==> src/rtl/cpu_controller_if.sv <==
// Opcode/zero inputs and datapath strobes between the VeriRISC sequencer and its datapath.
interface cpu_controller_if;
  logic [2:0] opcode;
  logic       zero;
  logic       sel;
  logic       rd;
  logic       ld_ir;
  logic       halt;
  logic       inc_pc;
  logic       ld_ac;
  logic       ld_pc;
  logic       wr;
  logic       data_e;
  logic [2:0] phase;

  modport master (
    input  opcode, zero,
    output sel, rd, ld_ir, halt, inc_pc, ld_ac, ld_pc, wr, data_e, phase
  );

  modport slave (
    output opcode, zero,
    input  sel, rd, ld_ir, halt, inc_pc, ld_ac, ld_pc, wr, data_e, phase
  );
endinterface

==> src/rtl/cpu_controller.sv <==
// Eight-phase VeriRISC sequencer: strobes decode combinationally in the same cycle as their phase.
// Free-running, no wait states or backpressure; only rst releases a halt.
module cpu_controller (
  input  logic             clk,
  input  logic             rst,
  cpu_controller_if.master bus
);

  typedef enum logic [2:0] {
    INST_ADDR  = 3'd0,
    INST_FETCH = 3'd1,
    INST_LOAD  = 3'd2,
    IDLE       = 3'd3,
    OP_ADDR    = 3'd4,
    OP_FETCH   = 3'd5,
    ALU_OP     = 3'd6,
    STORE      = 3'd7
  } phase_e;

  localparam logic [2:0] OP_HLT = 3'd0;
  localparam logic [2:0] OP_SKZ = 3'd1;
  localparam logic [2:0] OP_ADD = 3'd2;
  localparam logic [2:0] OP_LDA = 3'd5;
  localparam logic [2:0] OP_STO = 3'd6;
  localparam logic [2:0] OP_JMP = 3'd7;

  phase_e     phase_q, phase_d;
  logic       halted_q, halted_d;
  logic [2:0] phase_inc;
  phase_e     phase_cur;
  logic       halted_cur;
  logic       aluop;

  always_ff @(posedge clk) begin
    if (rst) begin
      phase_q  <= INST_ADDR;
      halted_q <= 1'b0;
    end else begin
      phase_q  <= phase_d;
      halted_q <= halted_d;
    end
  end

  always_comb begin
    phase_inc = phase_q + 3'd1;
    phase_d   = phase_e'(phase_inc);
    halted_d  = halted_q;
    if (halted_q) begin
      phase_d = phase_q;
    end else if (phase_q == OP_ADDR && bus.opcode == OP_HLT) begin
      halted_d = 1'b1;
      phase_d  = OP_ADDR;
    end
  end

  // rst forces the phase-0 decode combinationally so outputs are clean while it is held.
  always_comb begin
    phase_cur  = rst ? INST_ADDR : phase_q;
    halted_cur = !rst && halted_q;
    aluop      = (bus.opcode >= OP_ADD) && (bus.opcode <= OP_LDA);

    bus.sel    = 1'b0;
    bus.rd     = 1'b0;
    bus.ld_ir  = 1'b0;
    bus.halt   = 1'b0;
    bus.inc_pc = 1'b0;
    bus.ld_ac  = 1'b0;
    bus.ld_pc  = 1'b0;
    bus.wr     = 1'b0;
    bus.data_e = 1'b0;
    bus.phase  = phase_cur;

    if (halted_cur) begin
      bus.halt = 1'b1;
    end else begin
      case (phase_cur)
        INST_ADDR: begin
          bus.sel = 1'b1;
        end
        INST_FETCH: begin
          bus.sel = 1'b1;
          bus.rd  = 1'b1;
        end
        INST_LOAD, IDLE: begin
          bus.sel   = 1'b1;
          bus.rd    = 1'b1;
          bus.ld_ir = 1'b1;
        end
        OP_ADDR: begin
          bus.inc_pc = 1'b1;
          bus.halt   = (bus.opcode == OP_HLT);
        end
        OP_FETCH: begin
          bus.rd = aluop;
        end
        ALU_OP: begin
          bus.rd     = aluop;
          bus.inc_pc = (bus.opcode == OP_SKZ) && bus.zero;
          bus.ld_pc  = (bus.opcode == OP_JMP);
          bus.data_e = (bus.opcode == OP_STO);
        end
        STORE: begin
          bus.rd     = aluop;
          bus.ld_ac  = aluop;
          bus.ld_pc  = (bus.opcode == OP_JMP);
          bus.wr     = (bus.opcode == OP_STO);
          bus.data_e = (bus.opcode == OP_STO);
        end
        default: begin
          bus.sel = 1'b0;
        end
      endcase
    end
  end

endmodule

==> src/flat_wrapper.sv <==
// flat-port wrapper written by rule: the top's interface ports become plain ports
module cpu_controller_flat 
  (clk, rst, bus_opcode, bus_zero, bus_sel, bus_rd, bus_ld_ir, bus_halt, bus_inc_pc, bus_ld_ac, bus_ld_pc, bus_wr, bus_data_e, bus_phase);
  cpu_controller_if bus_i ();
  input  logic clk;
  input  logic rst;
  input wire logic [$bits(bus_i.opcode)-1:0] bus_opcode;
  input wire logic [$bits(bus_i.zero)-1:0] bus_zero;
  output wire logic [$bits(bus_i.sel)-1:0] bus_sel;
  output wire logic [$bits(bus_i.rd)-1:0] bus_rd;
  output wire logic [$bits(bus_i.ld_ir)-1:0] bus_ld_ir;
  output wire logic [$bits(bus_i.halt)-1:0] bus_halt;
  output wire logic [$bits(bus_i.inc_pc)-1:0] bus_inc_pc;
  output wire logic [$bits(bus_i.ld_ac)-1:0] bus_ld_ac;
  output wire logic [$bits(bus_i.ld_pc)-1:0] bus_ld_pc;
  output wire logic [$bits(bus_i.wr)-1:0] bus_wr;
  output wire logic [$bits(bus_i.data_e)-1:0] bus_data_e;
  output wire logic [$bits(bus_i.phase)-1:0] bus_phase;
  assign bus_i.opcode = bus_opcode;
  assign bus_i.zero = bus_zero;
  assign bus_sel = bus_i.sel;
  assign bus_rd = bus_i.rd;
  assign bus_ld_ir = bus_i.ld_ir;
  assign bus_halt = bus_i.halt;
  assign bus_inc_pc = bus_i.inc_pc;
  assign bus_ld_ac = bus_i.ld_ac;
  assign bus_ld_pc = bus_i.ld_pc;
  assign bus_wr = bus_i.wr;
  assign bus_data_e = bus_i.data_e;
  assign bus_phase = bus_i.phase;
  cpu_controller u_core (.clk(clk), .rst(rst), .bus(bus_i));
endmodule
==> config.mk <==
export PLATFORM = sky130hd
export DESIGN_NAME = cpu_controller_flat
export DESIGN_NICKNAME = d
export VERILOG_FILES = /design/src/rtl/cpu_controller_if.sv /design/src/rtl/cpu_controller.sv /design/src/flat_wrapper.sv
export SDC_FILE = /design/constraint.sdc
export NUM_CORES = 1
export LEC_CHECK = 0
export BUFFER_PORTS_ARGS = -buffer_cell sky130_fd_sc_hd__buf_2
export CAP_MARGIN = 20
export CORE_AREA = 2 2 39 41
export CTS_BUF_LIST = sky130_fd_sc_hd__clkbuf_8 sky130_fd_sc_hd__clkbuf_16
export DETAILED_ROUTE_END_ITERATION = 8
export DIE_AREA = 0 0 41 43
export PLACE_DENSITY = 0.48
export RECOVER_POWER = 100
export REMOVE_ABC_BUFFERS = 1
export SYNTH_ARGS = -nofsm -noshare
export SYNTH_HDL_FRONTEND = slang
export SYNTH_SLANG_ARGS = --single-unit
==> constraint.sdc <==
create_clock -name clk -period 3.3 [get_ports clk]
set_clock_uncertainty 0.15 [all_clocks]
set_input_delay 0.495 -clock clk [delete_from_list [all_inputs] [get_ports clk]]
set_output_delay 0.495 -clock clk [all_outputs]
set_load 0.1 [all_outputs]
# Word level (Yosys, flattened, before mapping)
# Index checks and enable logic that the tools add are counted.
[totals]
register_bits = 4
inputBits = 6
out_inout_bits = 12
elab_cells = 50
[op_classes]
n_addsub = 1
magnitude_cmp = 2
n_eq_ne = 11
mux = 22
n_reduce_logical = 12
[ops]
columns = ["op", "n"]
rows = [
  ["== test 3 bit (second input constant)", 7],
  ["2-to-1 mux 1 bit", 18],
  ["== test 3 x 1 -> 1 bit (second input constant)", 2],
  ["== test 3 x 2 -> 1 bit (second input constant)", 2],
  ["zero test 3 bit", 2],
  ["2-to-1 mux 3 bit", 2],
  ["OR reduction 3 bit", 2],
  ["logical AND 1 bit", 4],
  ["case mux 1 bit (2 select lines)", 2],
  ["OR reduction 2 bit", 2],
  ["OR reduction 4 bit", 1],
  ["adder 3 x 1 -> 3 bit (second input constant)", 1],
  ["greater-or-equal comparator 3 x 2 -> 1 bit (second input constant)", 1],
  ["less-or-equal comparator 3 bit (second input constant)", 1],
  ["zero test 1 bit", 1],
]

# Logic depth before layout (Yosys ltp)
# Gate-level depths: netlist of run 1.
[depth]
ltp_word = 5
ltp_mapped = 4
ltp_nobuf = 4

# Worst setup path before layout of run 1
# No wires, ideal clock.
[synth_timing]
kind = "input to output"
start = "in rst"
end = "out bus_ld_ir"
arrival_time_ns = 3.517
required_time_ns = 2.655
path_slack_ns = -0.862
cell_stages = 2
n_path_buf = 1
path_cell_list = "clkbuf_1 > nor4_1"
[synth_between]
elab_chain_len = 5
word_cells_on_any_way = 8
cone_classes = "2 x eq/ne; 3 x mux; 3 x reduce/logical"
[synth_lines]
columns = ["item", "line", "source"]
rows = [
  ["start: declaration", "flat_wrapper.sv:6", "input logic rst;"],
  ["2-to-1 mux 3 bit", "cpu_controller.sv:58", "phase_cur = rst ? INST_ADDR : phase_q;"],
  ["== test 3 x 2 -> 1 bit", "cpu_controller.sv:76", "case (phase_cur)"],
  ["OR reduction 2 bit", "cpu_controller.sv:76", ""],
  ["2-to-1 mux 1 bit", "cpu_controller.sv:76", ""],
  ["2-to-1 mux 1 bit (*)", "cpu_controller.sv:73", "if (halted_cur) begin"],
  ["end: declaration", "flat_wrapper.sv:11", "output wire logic [$bits(bus_i.ld_ir)-1:0] bus_ld_ir;"],
]
# Mark *: on every way between the ends. The rest lies on a longest branch, timed or not.

# Worst setup path after layout of run 1
[layout_timing]
start = "in bus_opcode[2]"
end = "out bus_inc_pc"
[layout_between]
elab_chain_len = 4
[layout_lines]
columns = ["item", "line", "source"]
rows = [
  ["start: declaration", "flat_wrapper.sv:7", "input wire logic [$bits(bus_i.opcode)-1:0] bus_opcode;"],
  ["== test 3 x 1 -> 1 bit", "cpu_controller.sv:98", "bus.inc_pc = (bus.opcode == OP_SKZ) && bus.zero;"],
  ["logical AND 1 bit", "cpu_controller.sv:98", ""],
  ["case mux 1 bit (2 select lines)", "cpu_controller.sv:76", ""],
  ["2-to-1 mux 1 bit", "cpu_controller.sv:73", ""],
  ["end: declaration", "flat_wrapper.sv:13", "output wire logic [$bits(bus_i.inc_pc)-1:0] bus_inc_pc;"],
]
# Every way passes these cells.

==> summary.txt, run 1 <==
Placed design
  • Gpl congestion: 0.703
  • Post-DP HPWL: around 630 µm
  • Dpl cell area: approximately 430 µm²
  • Port buffer count: 17

Cells and area
  • Final nets: 73
  • Antenna cells: 0
  • Area Growth Syn to Fin: 35.7%
  • FILL cells: 170
  • Share of cells above drive strength 1: around a fifth
  • Finished Core Util: approximately a third
  • Post-route cell area: about 450 µm²

STA
  • Final period utilization: 83.8%
  • Slew HR: around 22%
  • Worst-margin pin slew: roughly 1.2 ns
  • Max Slew Vio Count: 0
  • RSZ-0062 raised after global routing: false
  • Final Hold Fails: 0
  • Final setup viols: 0
  • Fmax: about 0.36 GHz
  • Post-Route Setup TNS: 0 ns
  • Post-route minimum period: ~2.8 ns

Synth
  • Synth top cells by count: nor2_1 (10), a21oi_1 (4), dfxtp_1 (4), inv_1 (4)
  • Register area share after synthesis: 24.1%
  • Ys flop type: dfxtp_1
  • Syn_area_per_cell: 7.40 µm²
  • Top cell type's share of synthesized area: between 20% and 30%
  • Mapped Area: 333 µm²
  • Count leader, synth: nor2_1
  • YS warnings: 0
  • Number of enable flip-flop cells after synthesis: 0
  • Synthesis-stage register bit count: 4
  • Netlist cell types: 23
  • Syn Inst Count: 45
  • Synth top area cells: dfxtp_1 (24%), nor2_1 (11%), a2111oi_2 (9.0%)
  • Area leader, netlist: dfxtp_1
  • FFs w/ async S/R, synth: 0%

Clock network
  • TritonCTS Buffers: 3
  • Worst-Skew Late Latency: around 0.21 ns
  • Max H-tree Level: 1
  • TritonCTS clock tree: yes
  • Cts repair resizes: 0
  • Sink Count: 4
  • Setup bufs post-CTS: 0
  • Deepest clock path buffer count: 2
  • Hold Buf Count CTS: 0
  • Clock slew at reported path FFs: 0.03 ns
  • CTS Root Cell: clkbuf_8

Global route
  • First-pass GRT wire length: 1300 µm
  • Initial antenna violation count: 0
  • Total global routing track utilization: about a tenth
  • Grt total ovfl: 0
  • Vias in the first global route: roughly 310
  • Largest net degree at the start of global routing: 13

Worst setup path
  • Largest stage delay on the critical path: about 0.89 ns
  • Crit. End Element: primary output
  • R2R setup slack: approximately 1.8 ns
  • CP arrival: about 2.1 ns
  • WS Path Type: primary input to primary output
  • CP Buf/Inv Count: 2
  • Req. time, crit path: 2.65 ns
  • Critical-path top delay cell: clkbuf_1
  • CP max FO: 4
  • CP top delay family: buffers and inverters
  • Startpoint types: primary input
  • Critical-path cell list: buf_2, nor2_1, nand3_1, a2111oi_2, clkbuf_1

Die
  • Die area: between 1500 and 2000 µm²
  • Die Wd: 41 µm
  • Cell Rows: 14
  • Initial core utilization: 24.1%
  • Io pins: 18
  • Core area: approximately 1400 µm²
  • Die Ht: 43 µm

Detailed routing
  • Detail-routed via count per cell: 4.61
  • WL/cell: ~10 µm
  • Initial DRT Pass Iterations: 3
  • DRT iter0 DRCs: 9
  • Vias: 364
  • Antenna Nets Post-Route: 0
  • Routed WL: approximately 800 µm
  • Post-route DRC: 0

Flow run
  • Max Cap Violations: 0

Power and ir drop
  • Max rail drop VDD: between 0.2 and 0.25 mV
  • Pwr/cell area: roughly 500 nW/µm²
  • Leak: approximately 0.19 nW

Run status
  • Outcome: finished clean

Hold path
  • HP Class: flop to flop
[sequential cells by signal, indices dropped and copies added (netlist names)]
signal	count
u_core.phase_q	3
u_core.halted_q	1
[power by group]
part | internal, mW | leakage [nW] | switching (mW)
registers | 0.0521 | 0.0329 | 0.00648
clock network | 0.0775 | 0.0216 | 0.0227
logic | 0.0140 | 0.133 | 0.0535
total | 0.144 | 0.188 | 0.0827
[cells by family after synthesis]
group                      count (synthesis)  share of synthesized area, %
and+or+nand+nor                           21                          32.7
AOI/OAI and AO/OA                          9                          21.8
buffers and inverters                      7                          8.27
muxes                                      1                          3.01
adders and majority gates                  2                          7.52
xor gates and xnor gates                   1                          2.63
DFF                                        4                          24.1
[final cells by class]
cell class | instances | area, µm² | share of cell area [%]
clock buffer | 3 | 41.3 | 9.14
timing repair buffer | 17 | 72.6 | 16.1
tap | 16 | 20.0 | 4.43
multi-input combinational | 34 | 219 | 48.5
sequential | 4 | 80.1 | 17.7
inverter | 5 | 18.8 | 4.16
[worst min-delay path, cell delays in order (launching register included)]
cell,delay (ns)
dfxtp_1,0.36
nand2_1,0.08
a21oi_1,0.06
[placed cells by master (no fill, tap or decap)]
cell type and count:
a2111oi_2 2, a211o_1 1, a21oi_1 4, a31oi_1 1, buf_2 7, clkbuf_1 10, clkbuf_8 3, dfxtp_1 4
ha_1 2, inv_1 4, inv_2 1, mux2i_1 1, nand2_1 1, nand2b_1 1, nand3_1 2, nand3b_1 1
nand4_1 1, nor2_1 10, nor2b_1 1, nor3_1 2, nor4_1 1, nor4b_1 1, o21bai_1 1, xnor2_1 1
[routing by layer]
layer	share of wire [%]	vias to the layer above	track usage, %
li1	-	193	-
met1	52	158	16.4
met2	40	13	13.4
met3	7.7	0	4.71
met4	0	0	2.00
met5	0	-	0
[final timing paths]
path	endpoint	depth (start not counted)	from
worst max-delay path	bus_inc_pc	5	bus_opcode[2]
worst min-delay path	u_core.phase_q[0]$_SDFFE_PP0N_	2	u_core.phase_q[0]$_SDFFE_PP0N_
worst max register to register	u_core.phase_q[0]$_SDFFE_PP0N_	3	u_core.phase_q[2]$_SDFFE_PP0N_
worst min register to register	u_core.phase_q[0]$_SDFFE_PP0N_	2	u_core.phase_q[0]$_SDFFE_PP0N_
[through the flow]
step / setup slack (ns) / std cells / total power [mW] / hold WS, ns
global route: 0.429 / 79 / 0.238 / 0.441
detailed placement: 0.932 / 76 / 0.129 / 0.396
floorplan: -0.687 / 43 / 0.113 / 0.358
CTS: 0.927 / 79 / 0.232 / 0.402
finish: 0.536 / 79 / 0.226 / 0.400
global placement: 0.955 / 76 / 0.129 / 0.405
Note: power is estimated with default switching activity, not from simulation.
==> run 2, diff against run 1 <==
--- a/config.mk
+++ b/config.mk
@@ -11,7 +11,7 @@
 export CTS_BUF_LIST = sky130_fd_sc_hd__clkbuf_8 sky130_fd_sc_hd__clkbuf_16
 export DETAILED_ROUTE_END_ITERATION = 8
 export DIE_AREA = 0 0 41 43
-export PLACE_DENSITY = 0.48
+export PLACE_DENSITY = 0.5
 export RECOVER_POWER = 100
 export REMOVE_ABC_BUFFERS = 1
 export SYNTH_ARGS = -nofsm -noshare
==> constraint.sdc (replaced) <==
create_clock -name clk -period 2.35 [get_ports clk]
set_clock_uncertainty 0.15 [all_clocks]
set_input_delay 0.3525 -clock clk [delete_from_list [all_inputs] [get_ports clk]]
set_output_delay 0.3525 -clock clk [all_outputs]
set_load 0.1 [all_outputs]
==> run 2 against run 1 <==
Largest power group unchanged. Die area unchanged. Critical path type is now flop to primary output. Final cell count stayed put. Setup slack worse by 0.38 ns. Via count shrank 0.82%. Worst hold slack lost 0.10 ns. Clock power up 39%. Global-route usage is 0.10 points higher. Combinational power up 47%. Critical path depth down 1.
==> summary.txt, run 2 (synthesis gave the netlist of run 1 again) <==
Worst setup path
  • Crit. End Element: primary output
  • CP top delay family: simple AND/OR/NAND/NOR gates
  • R2R setup slack: 0.95 ns (-0.88 ns)
  • Largest stage delay on the critical path: 0.46 ns (-0.43 ns)
  • CP max FO: 7 (+3)
  • Reg2reg path depth: 4 (+1)
  • CP Buf/Inv Count: 1 (-1)
  • Critical-path top delay cell: dfxtp_1
  • CP arrival: 1.69 ns (-0.43 ns)
  • RR Startpoint: u_core.phase_q[0]$_SDFFE_PP0N_
  • WS Path Type: flop to primary output
  • Critical Path Stages: 4 (-1)
  • R2r endpoint: u_core.phase_q[0]$_SDFFE_PP0N_
  • Critical-path cell list: nor4b_2, a21oi_1, nor2_1, buf_2
  • Startpoint types: flop
  • Req. time, crit path: 1.85 ns (-0.80 ns)

STA
  • Worst-margin pin slew: 0.608 ns (-0.561 ns)
  • Final period utilization: roughly 93%
  • Slew HR: 59.4% (+37 points)
  • Fmax: between 0.4 and 0.5 GHz
  • Post-route setup slack: 0.153 ns (-0.382 ns)
  • Post-route minimum period: 2.20 ns
  • Final Hold Fails: 0 (unchanged)
  • Max Slew Vio Count: 0 (unchanged)
  • RSZ-0062 raised after global routing: false
  • Final setup viols: 0 (unchanged)

Hold path
  • Hold path start: rst
  • HP Class: primary input to flop
  • Hold path depth: 2 (unchanged)
  • Worst Hold Path EP: u_core.halted_q$_SDFF_PP0_

Cells and area
  • Area Growth Syn to Fin: 44.4%
  • Share of cells above drive strength 1: 36.5% (+16 points)
  • Final nets: 73 (unchanged)
  • Antenna cells: 0 (unchanged)
  • Multi-input gate area: 220 µm² (+0.57%)
  • Largest registers: u_core.phase_q (3), u_core.halted_q (1)
  • FILL cells: 155 (-8.8%)
  • Register with the most flip-flops: u_core.phase_q
  • Non-filler cells in the finished layout: 79 (unchanged)
  • FF/Latch Area: 80.1 µm² (unchanged)
  • Max reg flops: 3 (unchanged)
  • Finished Core Util: 34.7% (+2.1 points)
  • Most frequent cells in the layout: nor2_1 (10), clkbuf_2 (10), buf_2 (6)

Clock network
  • TritonCTS Buffers: 3 (unchanged)
  • Max H-tree Level: 1 (unchanged)
  • Worst-Skew Late Latency: 0.21 ns (about the same)
  • TritonCTS clock tree: yes
  • Setup bufs post-CTS: 0 (unchanged)
  • CTS Root Cell: clkbuf_8
  • Sink Count: 4 (unchanged)
  • Deepest clock path buffer count: 2 (unchanged)
  • Hold Buf Count CTS: 0 (unchanged)
  • Clock slew at reported path FFs: 0.03 ns (about the same)
  • Cts repair resizes: 0 (unchanged)

Power and ir drop
  • Sequential share of power: 25.4% (-0.5 points)
  • Clock power frac: 43.5% (-0.8 points)
  • Switching Share: 35.9% (-0.67 points)
  • Max rail drop VDD: 0.299 mV (+44%)
  • Psw: 0.114 mW (+38%)
  • P_int: 0.205 mW (+42%)
  • Leak: 0.223 nW (+19%)
  • Pwr/cell area: 664 nW/µm² (+32%)
  • Pwr Total: 0.319 mW (+41%)
  • Comb power frac: 31.1% (+1.3 points)

Detailed routing
  • Routed WL: 800 µm (-1.6%)
  • Post-route DRC: 0 (unchanged)
  • Initial DRT Pass Iterations: 2 (-1)
  • Detail-routed via count per cell: 4.57 (-0.82%)
  • WL/cell: 10.1 µm (-1.6%)
  • DRT iter0 DRCs: 1 (-8)
  • Vias: 361 (-0.82%)
  • Antenna Nets Post-Route: 0 (unchanged)

Die
  • Cell Rows: 14 (unchanged)
  • Io pins: 18 (unchanged)
  • Die Ht: 43 µm (unchanged)
  • Die Wd: 41 µm (unchanged)
  • Core area: 1380 µm² (unchanged)
  • Initial core utilization: 24.1% (unchanged)
  • Die area: 1760 µm² (unchanged)

Run status
  • Outcome: finished clean

Global route
  • Grt total ovfl: 0 (unchanged)
  • Total global routing track utilization: 10.7% (+0.10 points)
  • Largest net degree at the start of global routing: 13 (unchanged)
  • First-pass GRT wire length: 1210 µm (-6.4%)
  • Vias in the first global route: 295 (-6.1%)
  • Initial antenna violation count: 0 (unchanged)

Placed design
  • Dpl cells: 76 (unchanged)
  • Post-DP HPWL: 648 µm (+3.5%)
  • Gpl congestion: 0.667 (-5.0%)
  • Port buffer count: 17 (unchanged)
  • Placement Setup Slack: 0.313 ns (-0.618 ns)

Flow run
  • Max Cap Violations: 0 (unchanged)
-- run 2: per-stage QoR --
step                cell area (µm²)  hold WS (ns)  TNS, ns
global route                    480         0.309        0
floorplan                       324         0.272    -5.83
finish                          480         0.297        0
detailed placement              444         0.412        0
global placement                444         0.409        0
CTS                             485         0.299        0
-- run 2: final cells by class --
| class | instances | area share, % |
|---|---|---|
| inverters | 5 | 3.91 |
| repair buffers | 17 | 20.8 |
| well taps | 16 | 4.17 |
| flip-flops and latches | 4 | 16.7 |
| multi-input cells | 34 | 45.8 |
| clock buffers | 3 | 8.59 |
-- run 2: how the worst max path moves through the flow --
stage | from | to | slack [ns]
2_1_floorplan | u_core.halted_q$_SDFF_PP0_ | bus_ld_ir | -1.49
3_3_place_gp | bus_opcode[2] | bus_halt | 0.33
3_5_place_dp | rst | bus_wr | 0.31
4_1_cts | u_core.phase_q[2]$_SDFFE_PP0N_ | bus_halt | 0.14
5_1_grt | u_core.phase_q[2]$_SDFFE_PP0N_ | bus_halt | 0.05
6_report | u_core.phase_q[2]$_SDFFE_PP0N_ | bus_halt | 0.15
-- run 2: power groups by stage --
stage               logic, mW  registers [mW]  clock network, mW
floorplan              0.0787          0.0806                  0
global placement       0.0991          0.0835                  0
detailed placement      0.100          0.0828                  0
CTS                     0.100          0.0820              0.142
global route            0.107          0.0828              0.151
finish                 0.0991          0.0811              0.139
-- run 2: layer usage --
metal	track usage, %	share of wire, %	vias up
met2	12.8	39	16
met4	4.00	0	0
met3	9.95	12	0
met1	13.2	49	152
li1	-	-	193
met5	0	0	-
==> run 3, diff against run 2 <==
--- a/config.mk
+++ b/config.mk
@@ -5,15 +5,17 @@
 export SDC_FILE = /design/constraint.sdc
 export NUM_CORES = 1
 export LEC_CHECK = 0
+export ABC_AREA = 1
 export BUFFER_PORTS_ARGS = -buffer_cell sky130_fd_sc_hd__buf_2
 export CAP_MARGIN = 20
 export CORE_AREA = 2 2 39 41
 export CTS_BUF_LIST = sky130_fd_sc_hd__clkbuf_8 sky130_fd_sc_hd__clkbuf_16
 export DETAILED_ROUTE_END_ITERATION = 8
 export DIE_AREA = 0 0 41 43
-export PLACE_DENSITY = 0.5
+export PLACE_DENSITY = 0.53
 export RECOVER_POWER = 100
 export REMOVE_ABC_BUFFERS = 1
+export SETUP_SLACK_MARGIN = 0.4
 export SYNTH_ARGS = -nofsm -noshare
 export SYNTH_HDL_FRONTEND = slang
 export SYNTH_SLANG_ARGS = --single-unit
==> run 3 against run 2 <==
Register-to-register slack hardly changed. Non-clock buffer count stayed put. Combinational power is 15% higher. Flip-flop and latch count stayed put. Clock power hardly changed.
==> summary.txt, run 3 <==
Run status
  • Outcome: finished clean

Worst setup path
  • R2r endpoint: u_core.phase_q[0]$_SDFFE_PP0N_
  • Reg2reg path depth: 7 (+3)
  • WS Path Type: flop to primary output
  • Req. time, crit path: 1.85 ns (about the same)
  • Largest stage delay on the critical path: 0.50 ns (+0.04 ns)
  • R2R setup slack: 0.96 ns (about the same)
  • Critical-path cell list: inv_1, nor4_2, clkbuf_2
  • Startpoint types: flop
  • CP arrival: 1.56 ns (-0.13 ns)
  • CP max FO: 5 (-2)
  • RR Startpoint: u_core.phase_q[1]$_SDFFE_PP0N_
  • Critical-path top delay cell: clkbuf_2
  • Crit. End Element: primary output

Synth
  • Synthesis-stage register bit count: 4 (unchanged)
  • Synth top cells by count: nand2_1 (11), inv_1 (10), nor2_1 (7)
  • Count leader, synth: nand2_1
  • Post-synthesis simple-gate area fraction: 46.5% (+14 points)
  • Top cell type's share of synthesized area: 21.1% (-2.9 points)
  • Synth Area in Adders: 6.60% (-0.92 points)
  • FFs w/ async S/R, synth: 0% (unchanged)
  • Ys flop type: dfxtp_1
  • Syn_area_per_cell: 6.11 µm² (-17%)
  • Register area share after synthesis: 21.1% (-2.9 points)
  • Largest family of logic cells by synthesized area: simple AND/OR/NAND/NOR gates
  • Syn Inst Count: 62 (+38%)
  • Area leader, netlist: dfxtp_1
  • YS warnings: 0 (unchanged)
  • Compound-Gate Fraction of Synth Area: 10.9% (-11 points)
  • Mux cell area share after synthesis: 0% (-3.0 points)
  • Number of enable flip-flop cells after synthesis: 0 (unchanged)
  • Synth top area cells: dfxtp_1 (21%), nand2_1 (11%), inv_1 (9.9%)
  • Netlist cell types: 19 (-17%)
  • Mapped Area: 379 µm² (+14%)
  • Post-Synth XOR/XNOR Area: 0% (-2.6 points)

STA
  • Final Hold Fails: 0 (unchanged)
  • Slew HR: 63.8% (+4.4 points)
  • Post-route minimum period: 2.06 ns (-0.137 ns)
  • Fmax: 0.486 GHz (+6.7%)
  • Final period utilization: 87.6% (-5.8 points)
  • Post-Route Setup TNS: 0 ns (unchanged)
  • RSZ-0062 raised after global routing: true
  • Max Slew Vio Count: 0 (unchanged)
  • Final setup viols: 0 (unchanged)
  • Worst-margin pin slew: 0.545 ns (-0.0629 ns)
  • Hold_ws: 0.188 ns (-0.109 ns)

Die
  • Die area: 1760 µm² (unchanged)
  • Die Wd: 41 µm (unchanged)
  • Die Ht: 43 µm (unchanged)
  • Core area: 1380 µm² (unchanged)
  • Io pins: 18 (unchanged)
  • Cell Rows: 14 (unchanged)
  • Initial core utilization: 27.4% (+3.3 points)

Clock network
  • Sink Count: 4 (unchanged)
  • Max H-tree Level: 1 (unchanged)
  • Hold Buf Count CTS: 0 (unchanged)
  • CTS Root Cell: clkbuf_8
  • Worst-Skew Late Latency: 0.21 ns (about the same)
  • Setup bufs post-CTS: 0 (unchanged)
  • TritonCTS Buffers: 3 (unchanged)
  • Clock slew at reported path FFs: 0.03 ns (about the same)
  • TritonCTS clock tree: yes
  • Deepest clock path buffer count: 2 (unchanged)

Power and ir drop
  • P_int: 0.205 mW (+0.36%)
  • Comb power frac: 33.9% (+2.8 points)
  • Psw: 0.130 mW (+13%)
  • Switching Share: 38.7% (+2.8 points)
  • Leak: 0.303 nW (+36%)
  • Pwr/cell area: 630 nW/µm² (-5.1%)
  • Sequential share of power: 24.6% (-0.8 points)
  • Max rail drop VDD: 0.332 mV (+11%)
  • Clock power frac: 41.5% (-2.0 points)

Global route
  • First-pass GRT wire length: 1500 µm (+23%)
  • Vias in the first global route: 353 (+20%)
  • Largest net degree at the start of global routing: 8 (-5)
  • Initial antenna violation count: 0 (unchanged)
  • Grt total ovfl: 0 (unchanged)
  • Total global routing track utilization: 12.4% (+1.7 points)

Hold path
  • Hold path start: rst
  • HP Class: primary input to flop
  • Hold path depth: 2 (unchanged)
  • Worst Hold Path EP: u_core.phase_q[2]$_SDFFE_PP0N_

Placed design
  • Port buffer count: 17 (unchanged)
  • Dpl cells: 95 (+25%)
  • Post-DP HPWL: 696 µm (+7.5%)
  • Gpl congestion: 0.755 (+13%)

Detailed routing
  • Vias: 419 (+16%)
  • Routed WL: 882 µm (+10%)
  • Post-route DRC: 0 (unchanged)
  • Detail-routed via count per cell: 4.28 (-6.4%)
  • DRT iter0 DRCs: 4 (+3)
  • Antenna Nets Post-Route: 0 (unchanged)
  • WL/cell: 9.00 µm (-11%)
  • Initial DRT Pass Iterations: 2 (unchanged)

Cells and area
  • Max reg flops: 3 (unchanged)
  • Most frequent cells in the layout: nand2_1 (11), clkbuf_2 (11), inv_1 (10)
  • Antenna cells: 0 (unchanged)
  • Register with the most flip-flops: u_core.phase_q
  • Share of cells above drive strength 1: 42.7% (+6.2 points)
  • Final nets: 92 (+26%)
  • Largest registers: u_core.phase_q (3), u_core.halted_q (1)
  • Non-filler cells in the finished layout: 98 (+24%)
  • Area Growth Syn to Fin: 40.3%

Flow run
  • Max Cap Violations: 0 (unchanged)
-- run 3: cell count changes in the layout (fill, tap and decap cells not counted), sizes merged, moves of 2 or more --
cell and change:
a2111oi -2, inv +9, nand2 +15, nand3 +2
o21ai +2
-- run 3: layout make-up --
cell class | count | area (µm²)
Fill cell | 163 | 852
Clock buffer | 3 | 41.3
Tap cell | 16 | 20.0
Inverter | 15 | 56.3
Sequential cell | 4 | 80.1
Timing Repair Buffer | 17 | 91.3
Multi-Input combinational cell | 43 | 243
-- run 3: worst max-delay path, delay by kind of cell, from the launching register on --
family | cells | cell delay (ns)
flops | 1 | 0.43
buf+inv | 2 | 0.62
simple gates | 1 | 0.29
-- run 3: repair_timing --
item                                    4_1_cts  5_1_grt
endpoints found under the setup margin        5        5
hold endpoints to repair                      0        0
gates resized for setup                       5        5
-- run 3: cells by family (layout without fill, tap and decap cells) --
logic type,Yosys count,count (layout)
flops,4,4
compound gates,7,7
fa+ha+maj,2,2
buf+inv,15,35
simple gates,34,34
-- run 3: worst max-delay path by stage --
stage | start | to | slack [ns] | depth (start not counted)
after floorplan | rst | bus_ld_ir | -0.70 | 3
after global placement | rst | bus_halt | 0.43 | 7
after detailed placement | rst | bus_inc_pc | 0.43 | 7
after CTS | u_core.phase_q[1]$_SDFFE_PP0N_ | bus_rd | 0.41 | 4
after global routing | u_core.phase_q[2]$_SDFFE_PP0N_ | bus_halt | 0.19 | 5
final | u_core.phase_q[1]$_SDFFE_PP0N_ | bus_data_e | 0.29 | 3
-- run 3: metrics by stage --
| stage | power (mW) | cell area (µm²) | setup WS [ns] | util, % |
|---|---|---|---|---|
| after global placement | 0.196 | 484 | 0.425 | 35.0 |
| after CTS | 0.342 | 538 | 0.412 | 38.9 |
| final | 0.335 | 532 | 0.291 | 38.4 |
| after global routing | 0.358 | 532 | 0.193 | 38.4 |
| after detailed placement | 0.197 | 484 | 0.429 | 35.0 |
| after floorplan | 0.175 | 379 | -0.704 | - |
-- run 3: power by group through the flow --
stage / combinational [mW] / sequential [mW] / clock (mW)
6_report: 0.114 / 0.0824 / 0.139
2_1_floorplan: 0.0938 / 0.0809 / 0
5_1_grt: 0.123 / 0.0835 / 0.151
4_1_cts: 0.114 / 0.0829 / 0.145
3_3_place_gp: 0.113 / 0.0837 / 0
3_5_place_dp: 0.113 / 0.0837 / 0
-- run 3: routing by layer --
metal	track usage (%)	up-vias	wire [µm]
li1	-	231	-
met1	17.0	174	434
met2	16.6	14	384
met3	3.14	0	62
met4	8.00	0	0
met5	0	-	0
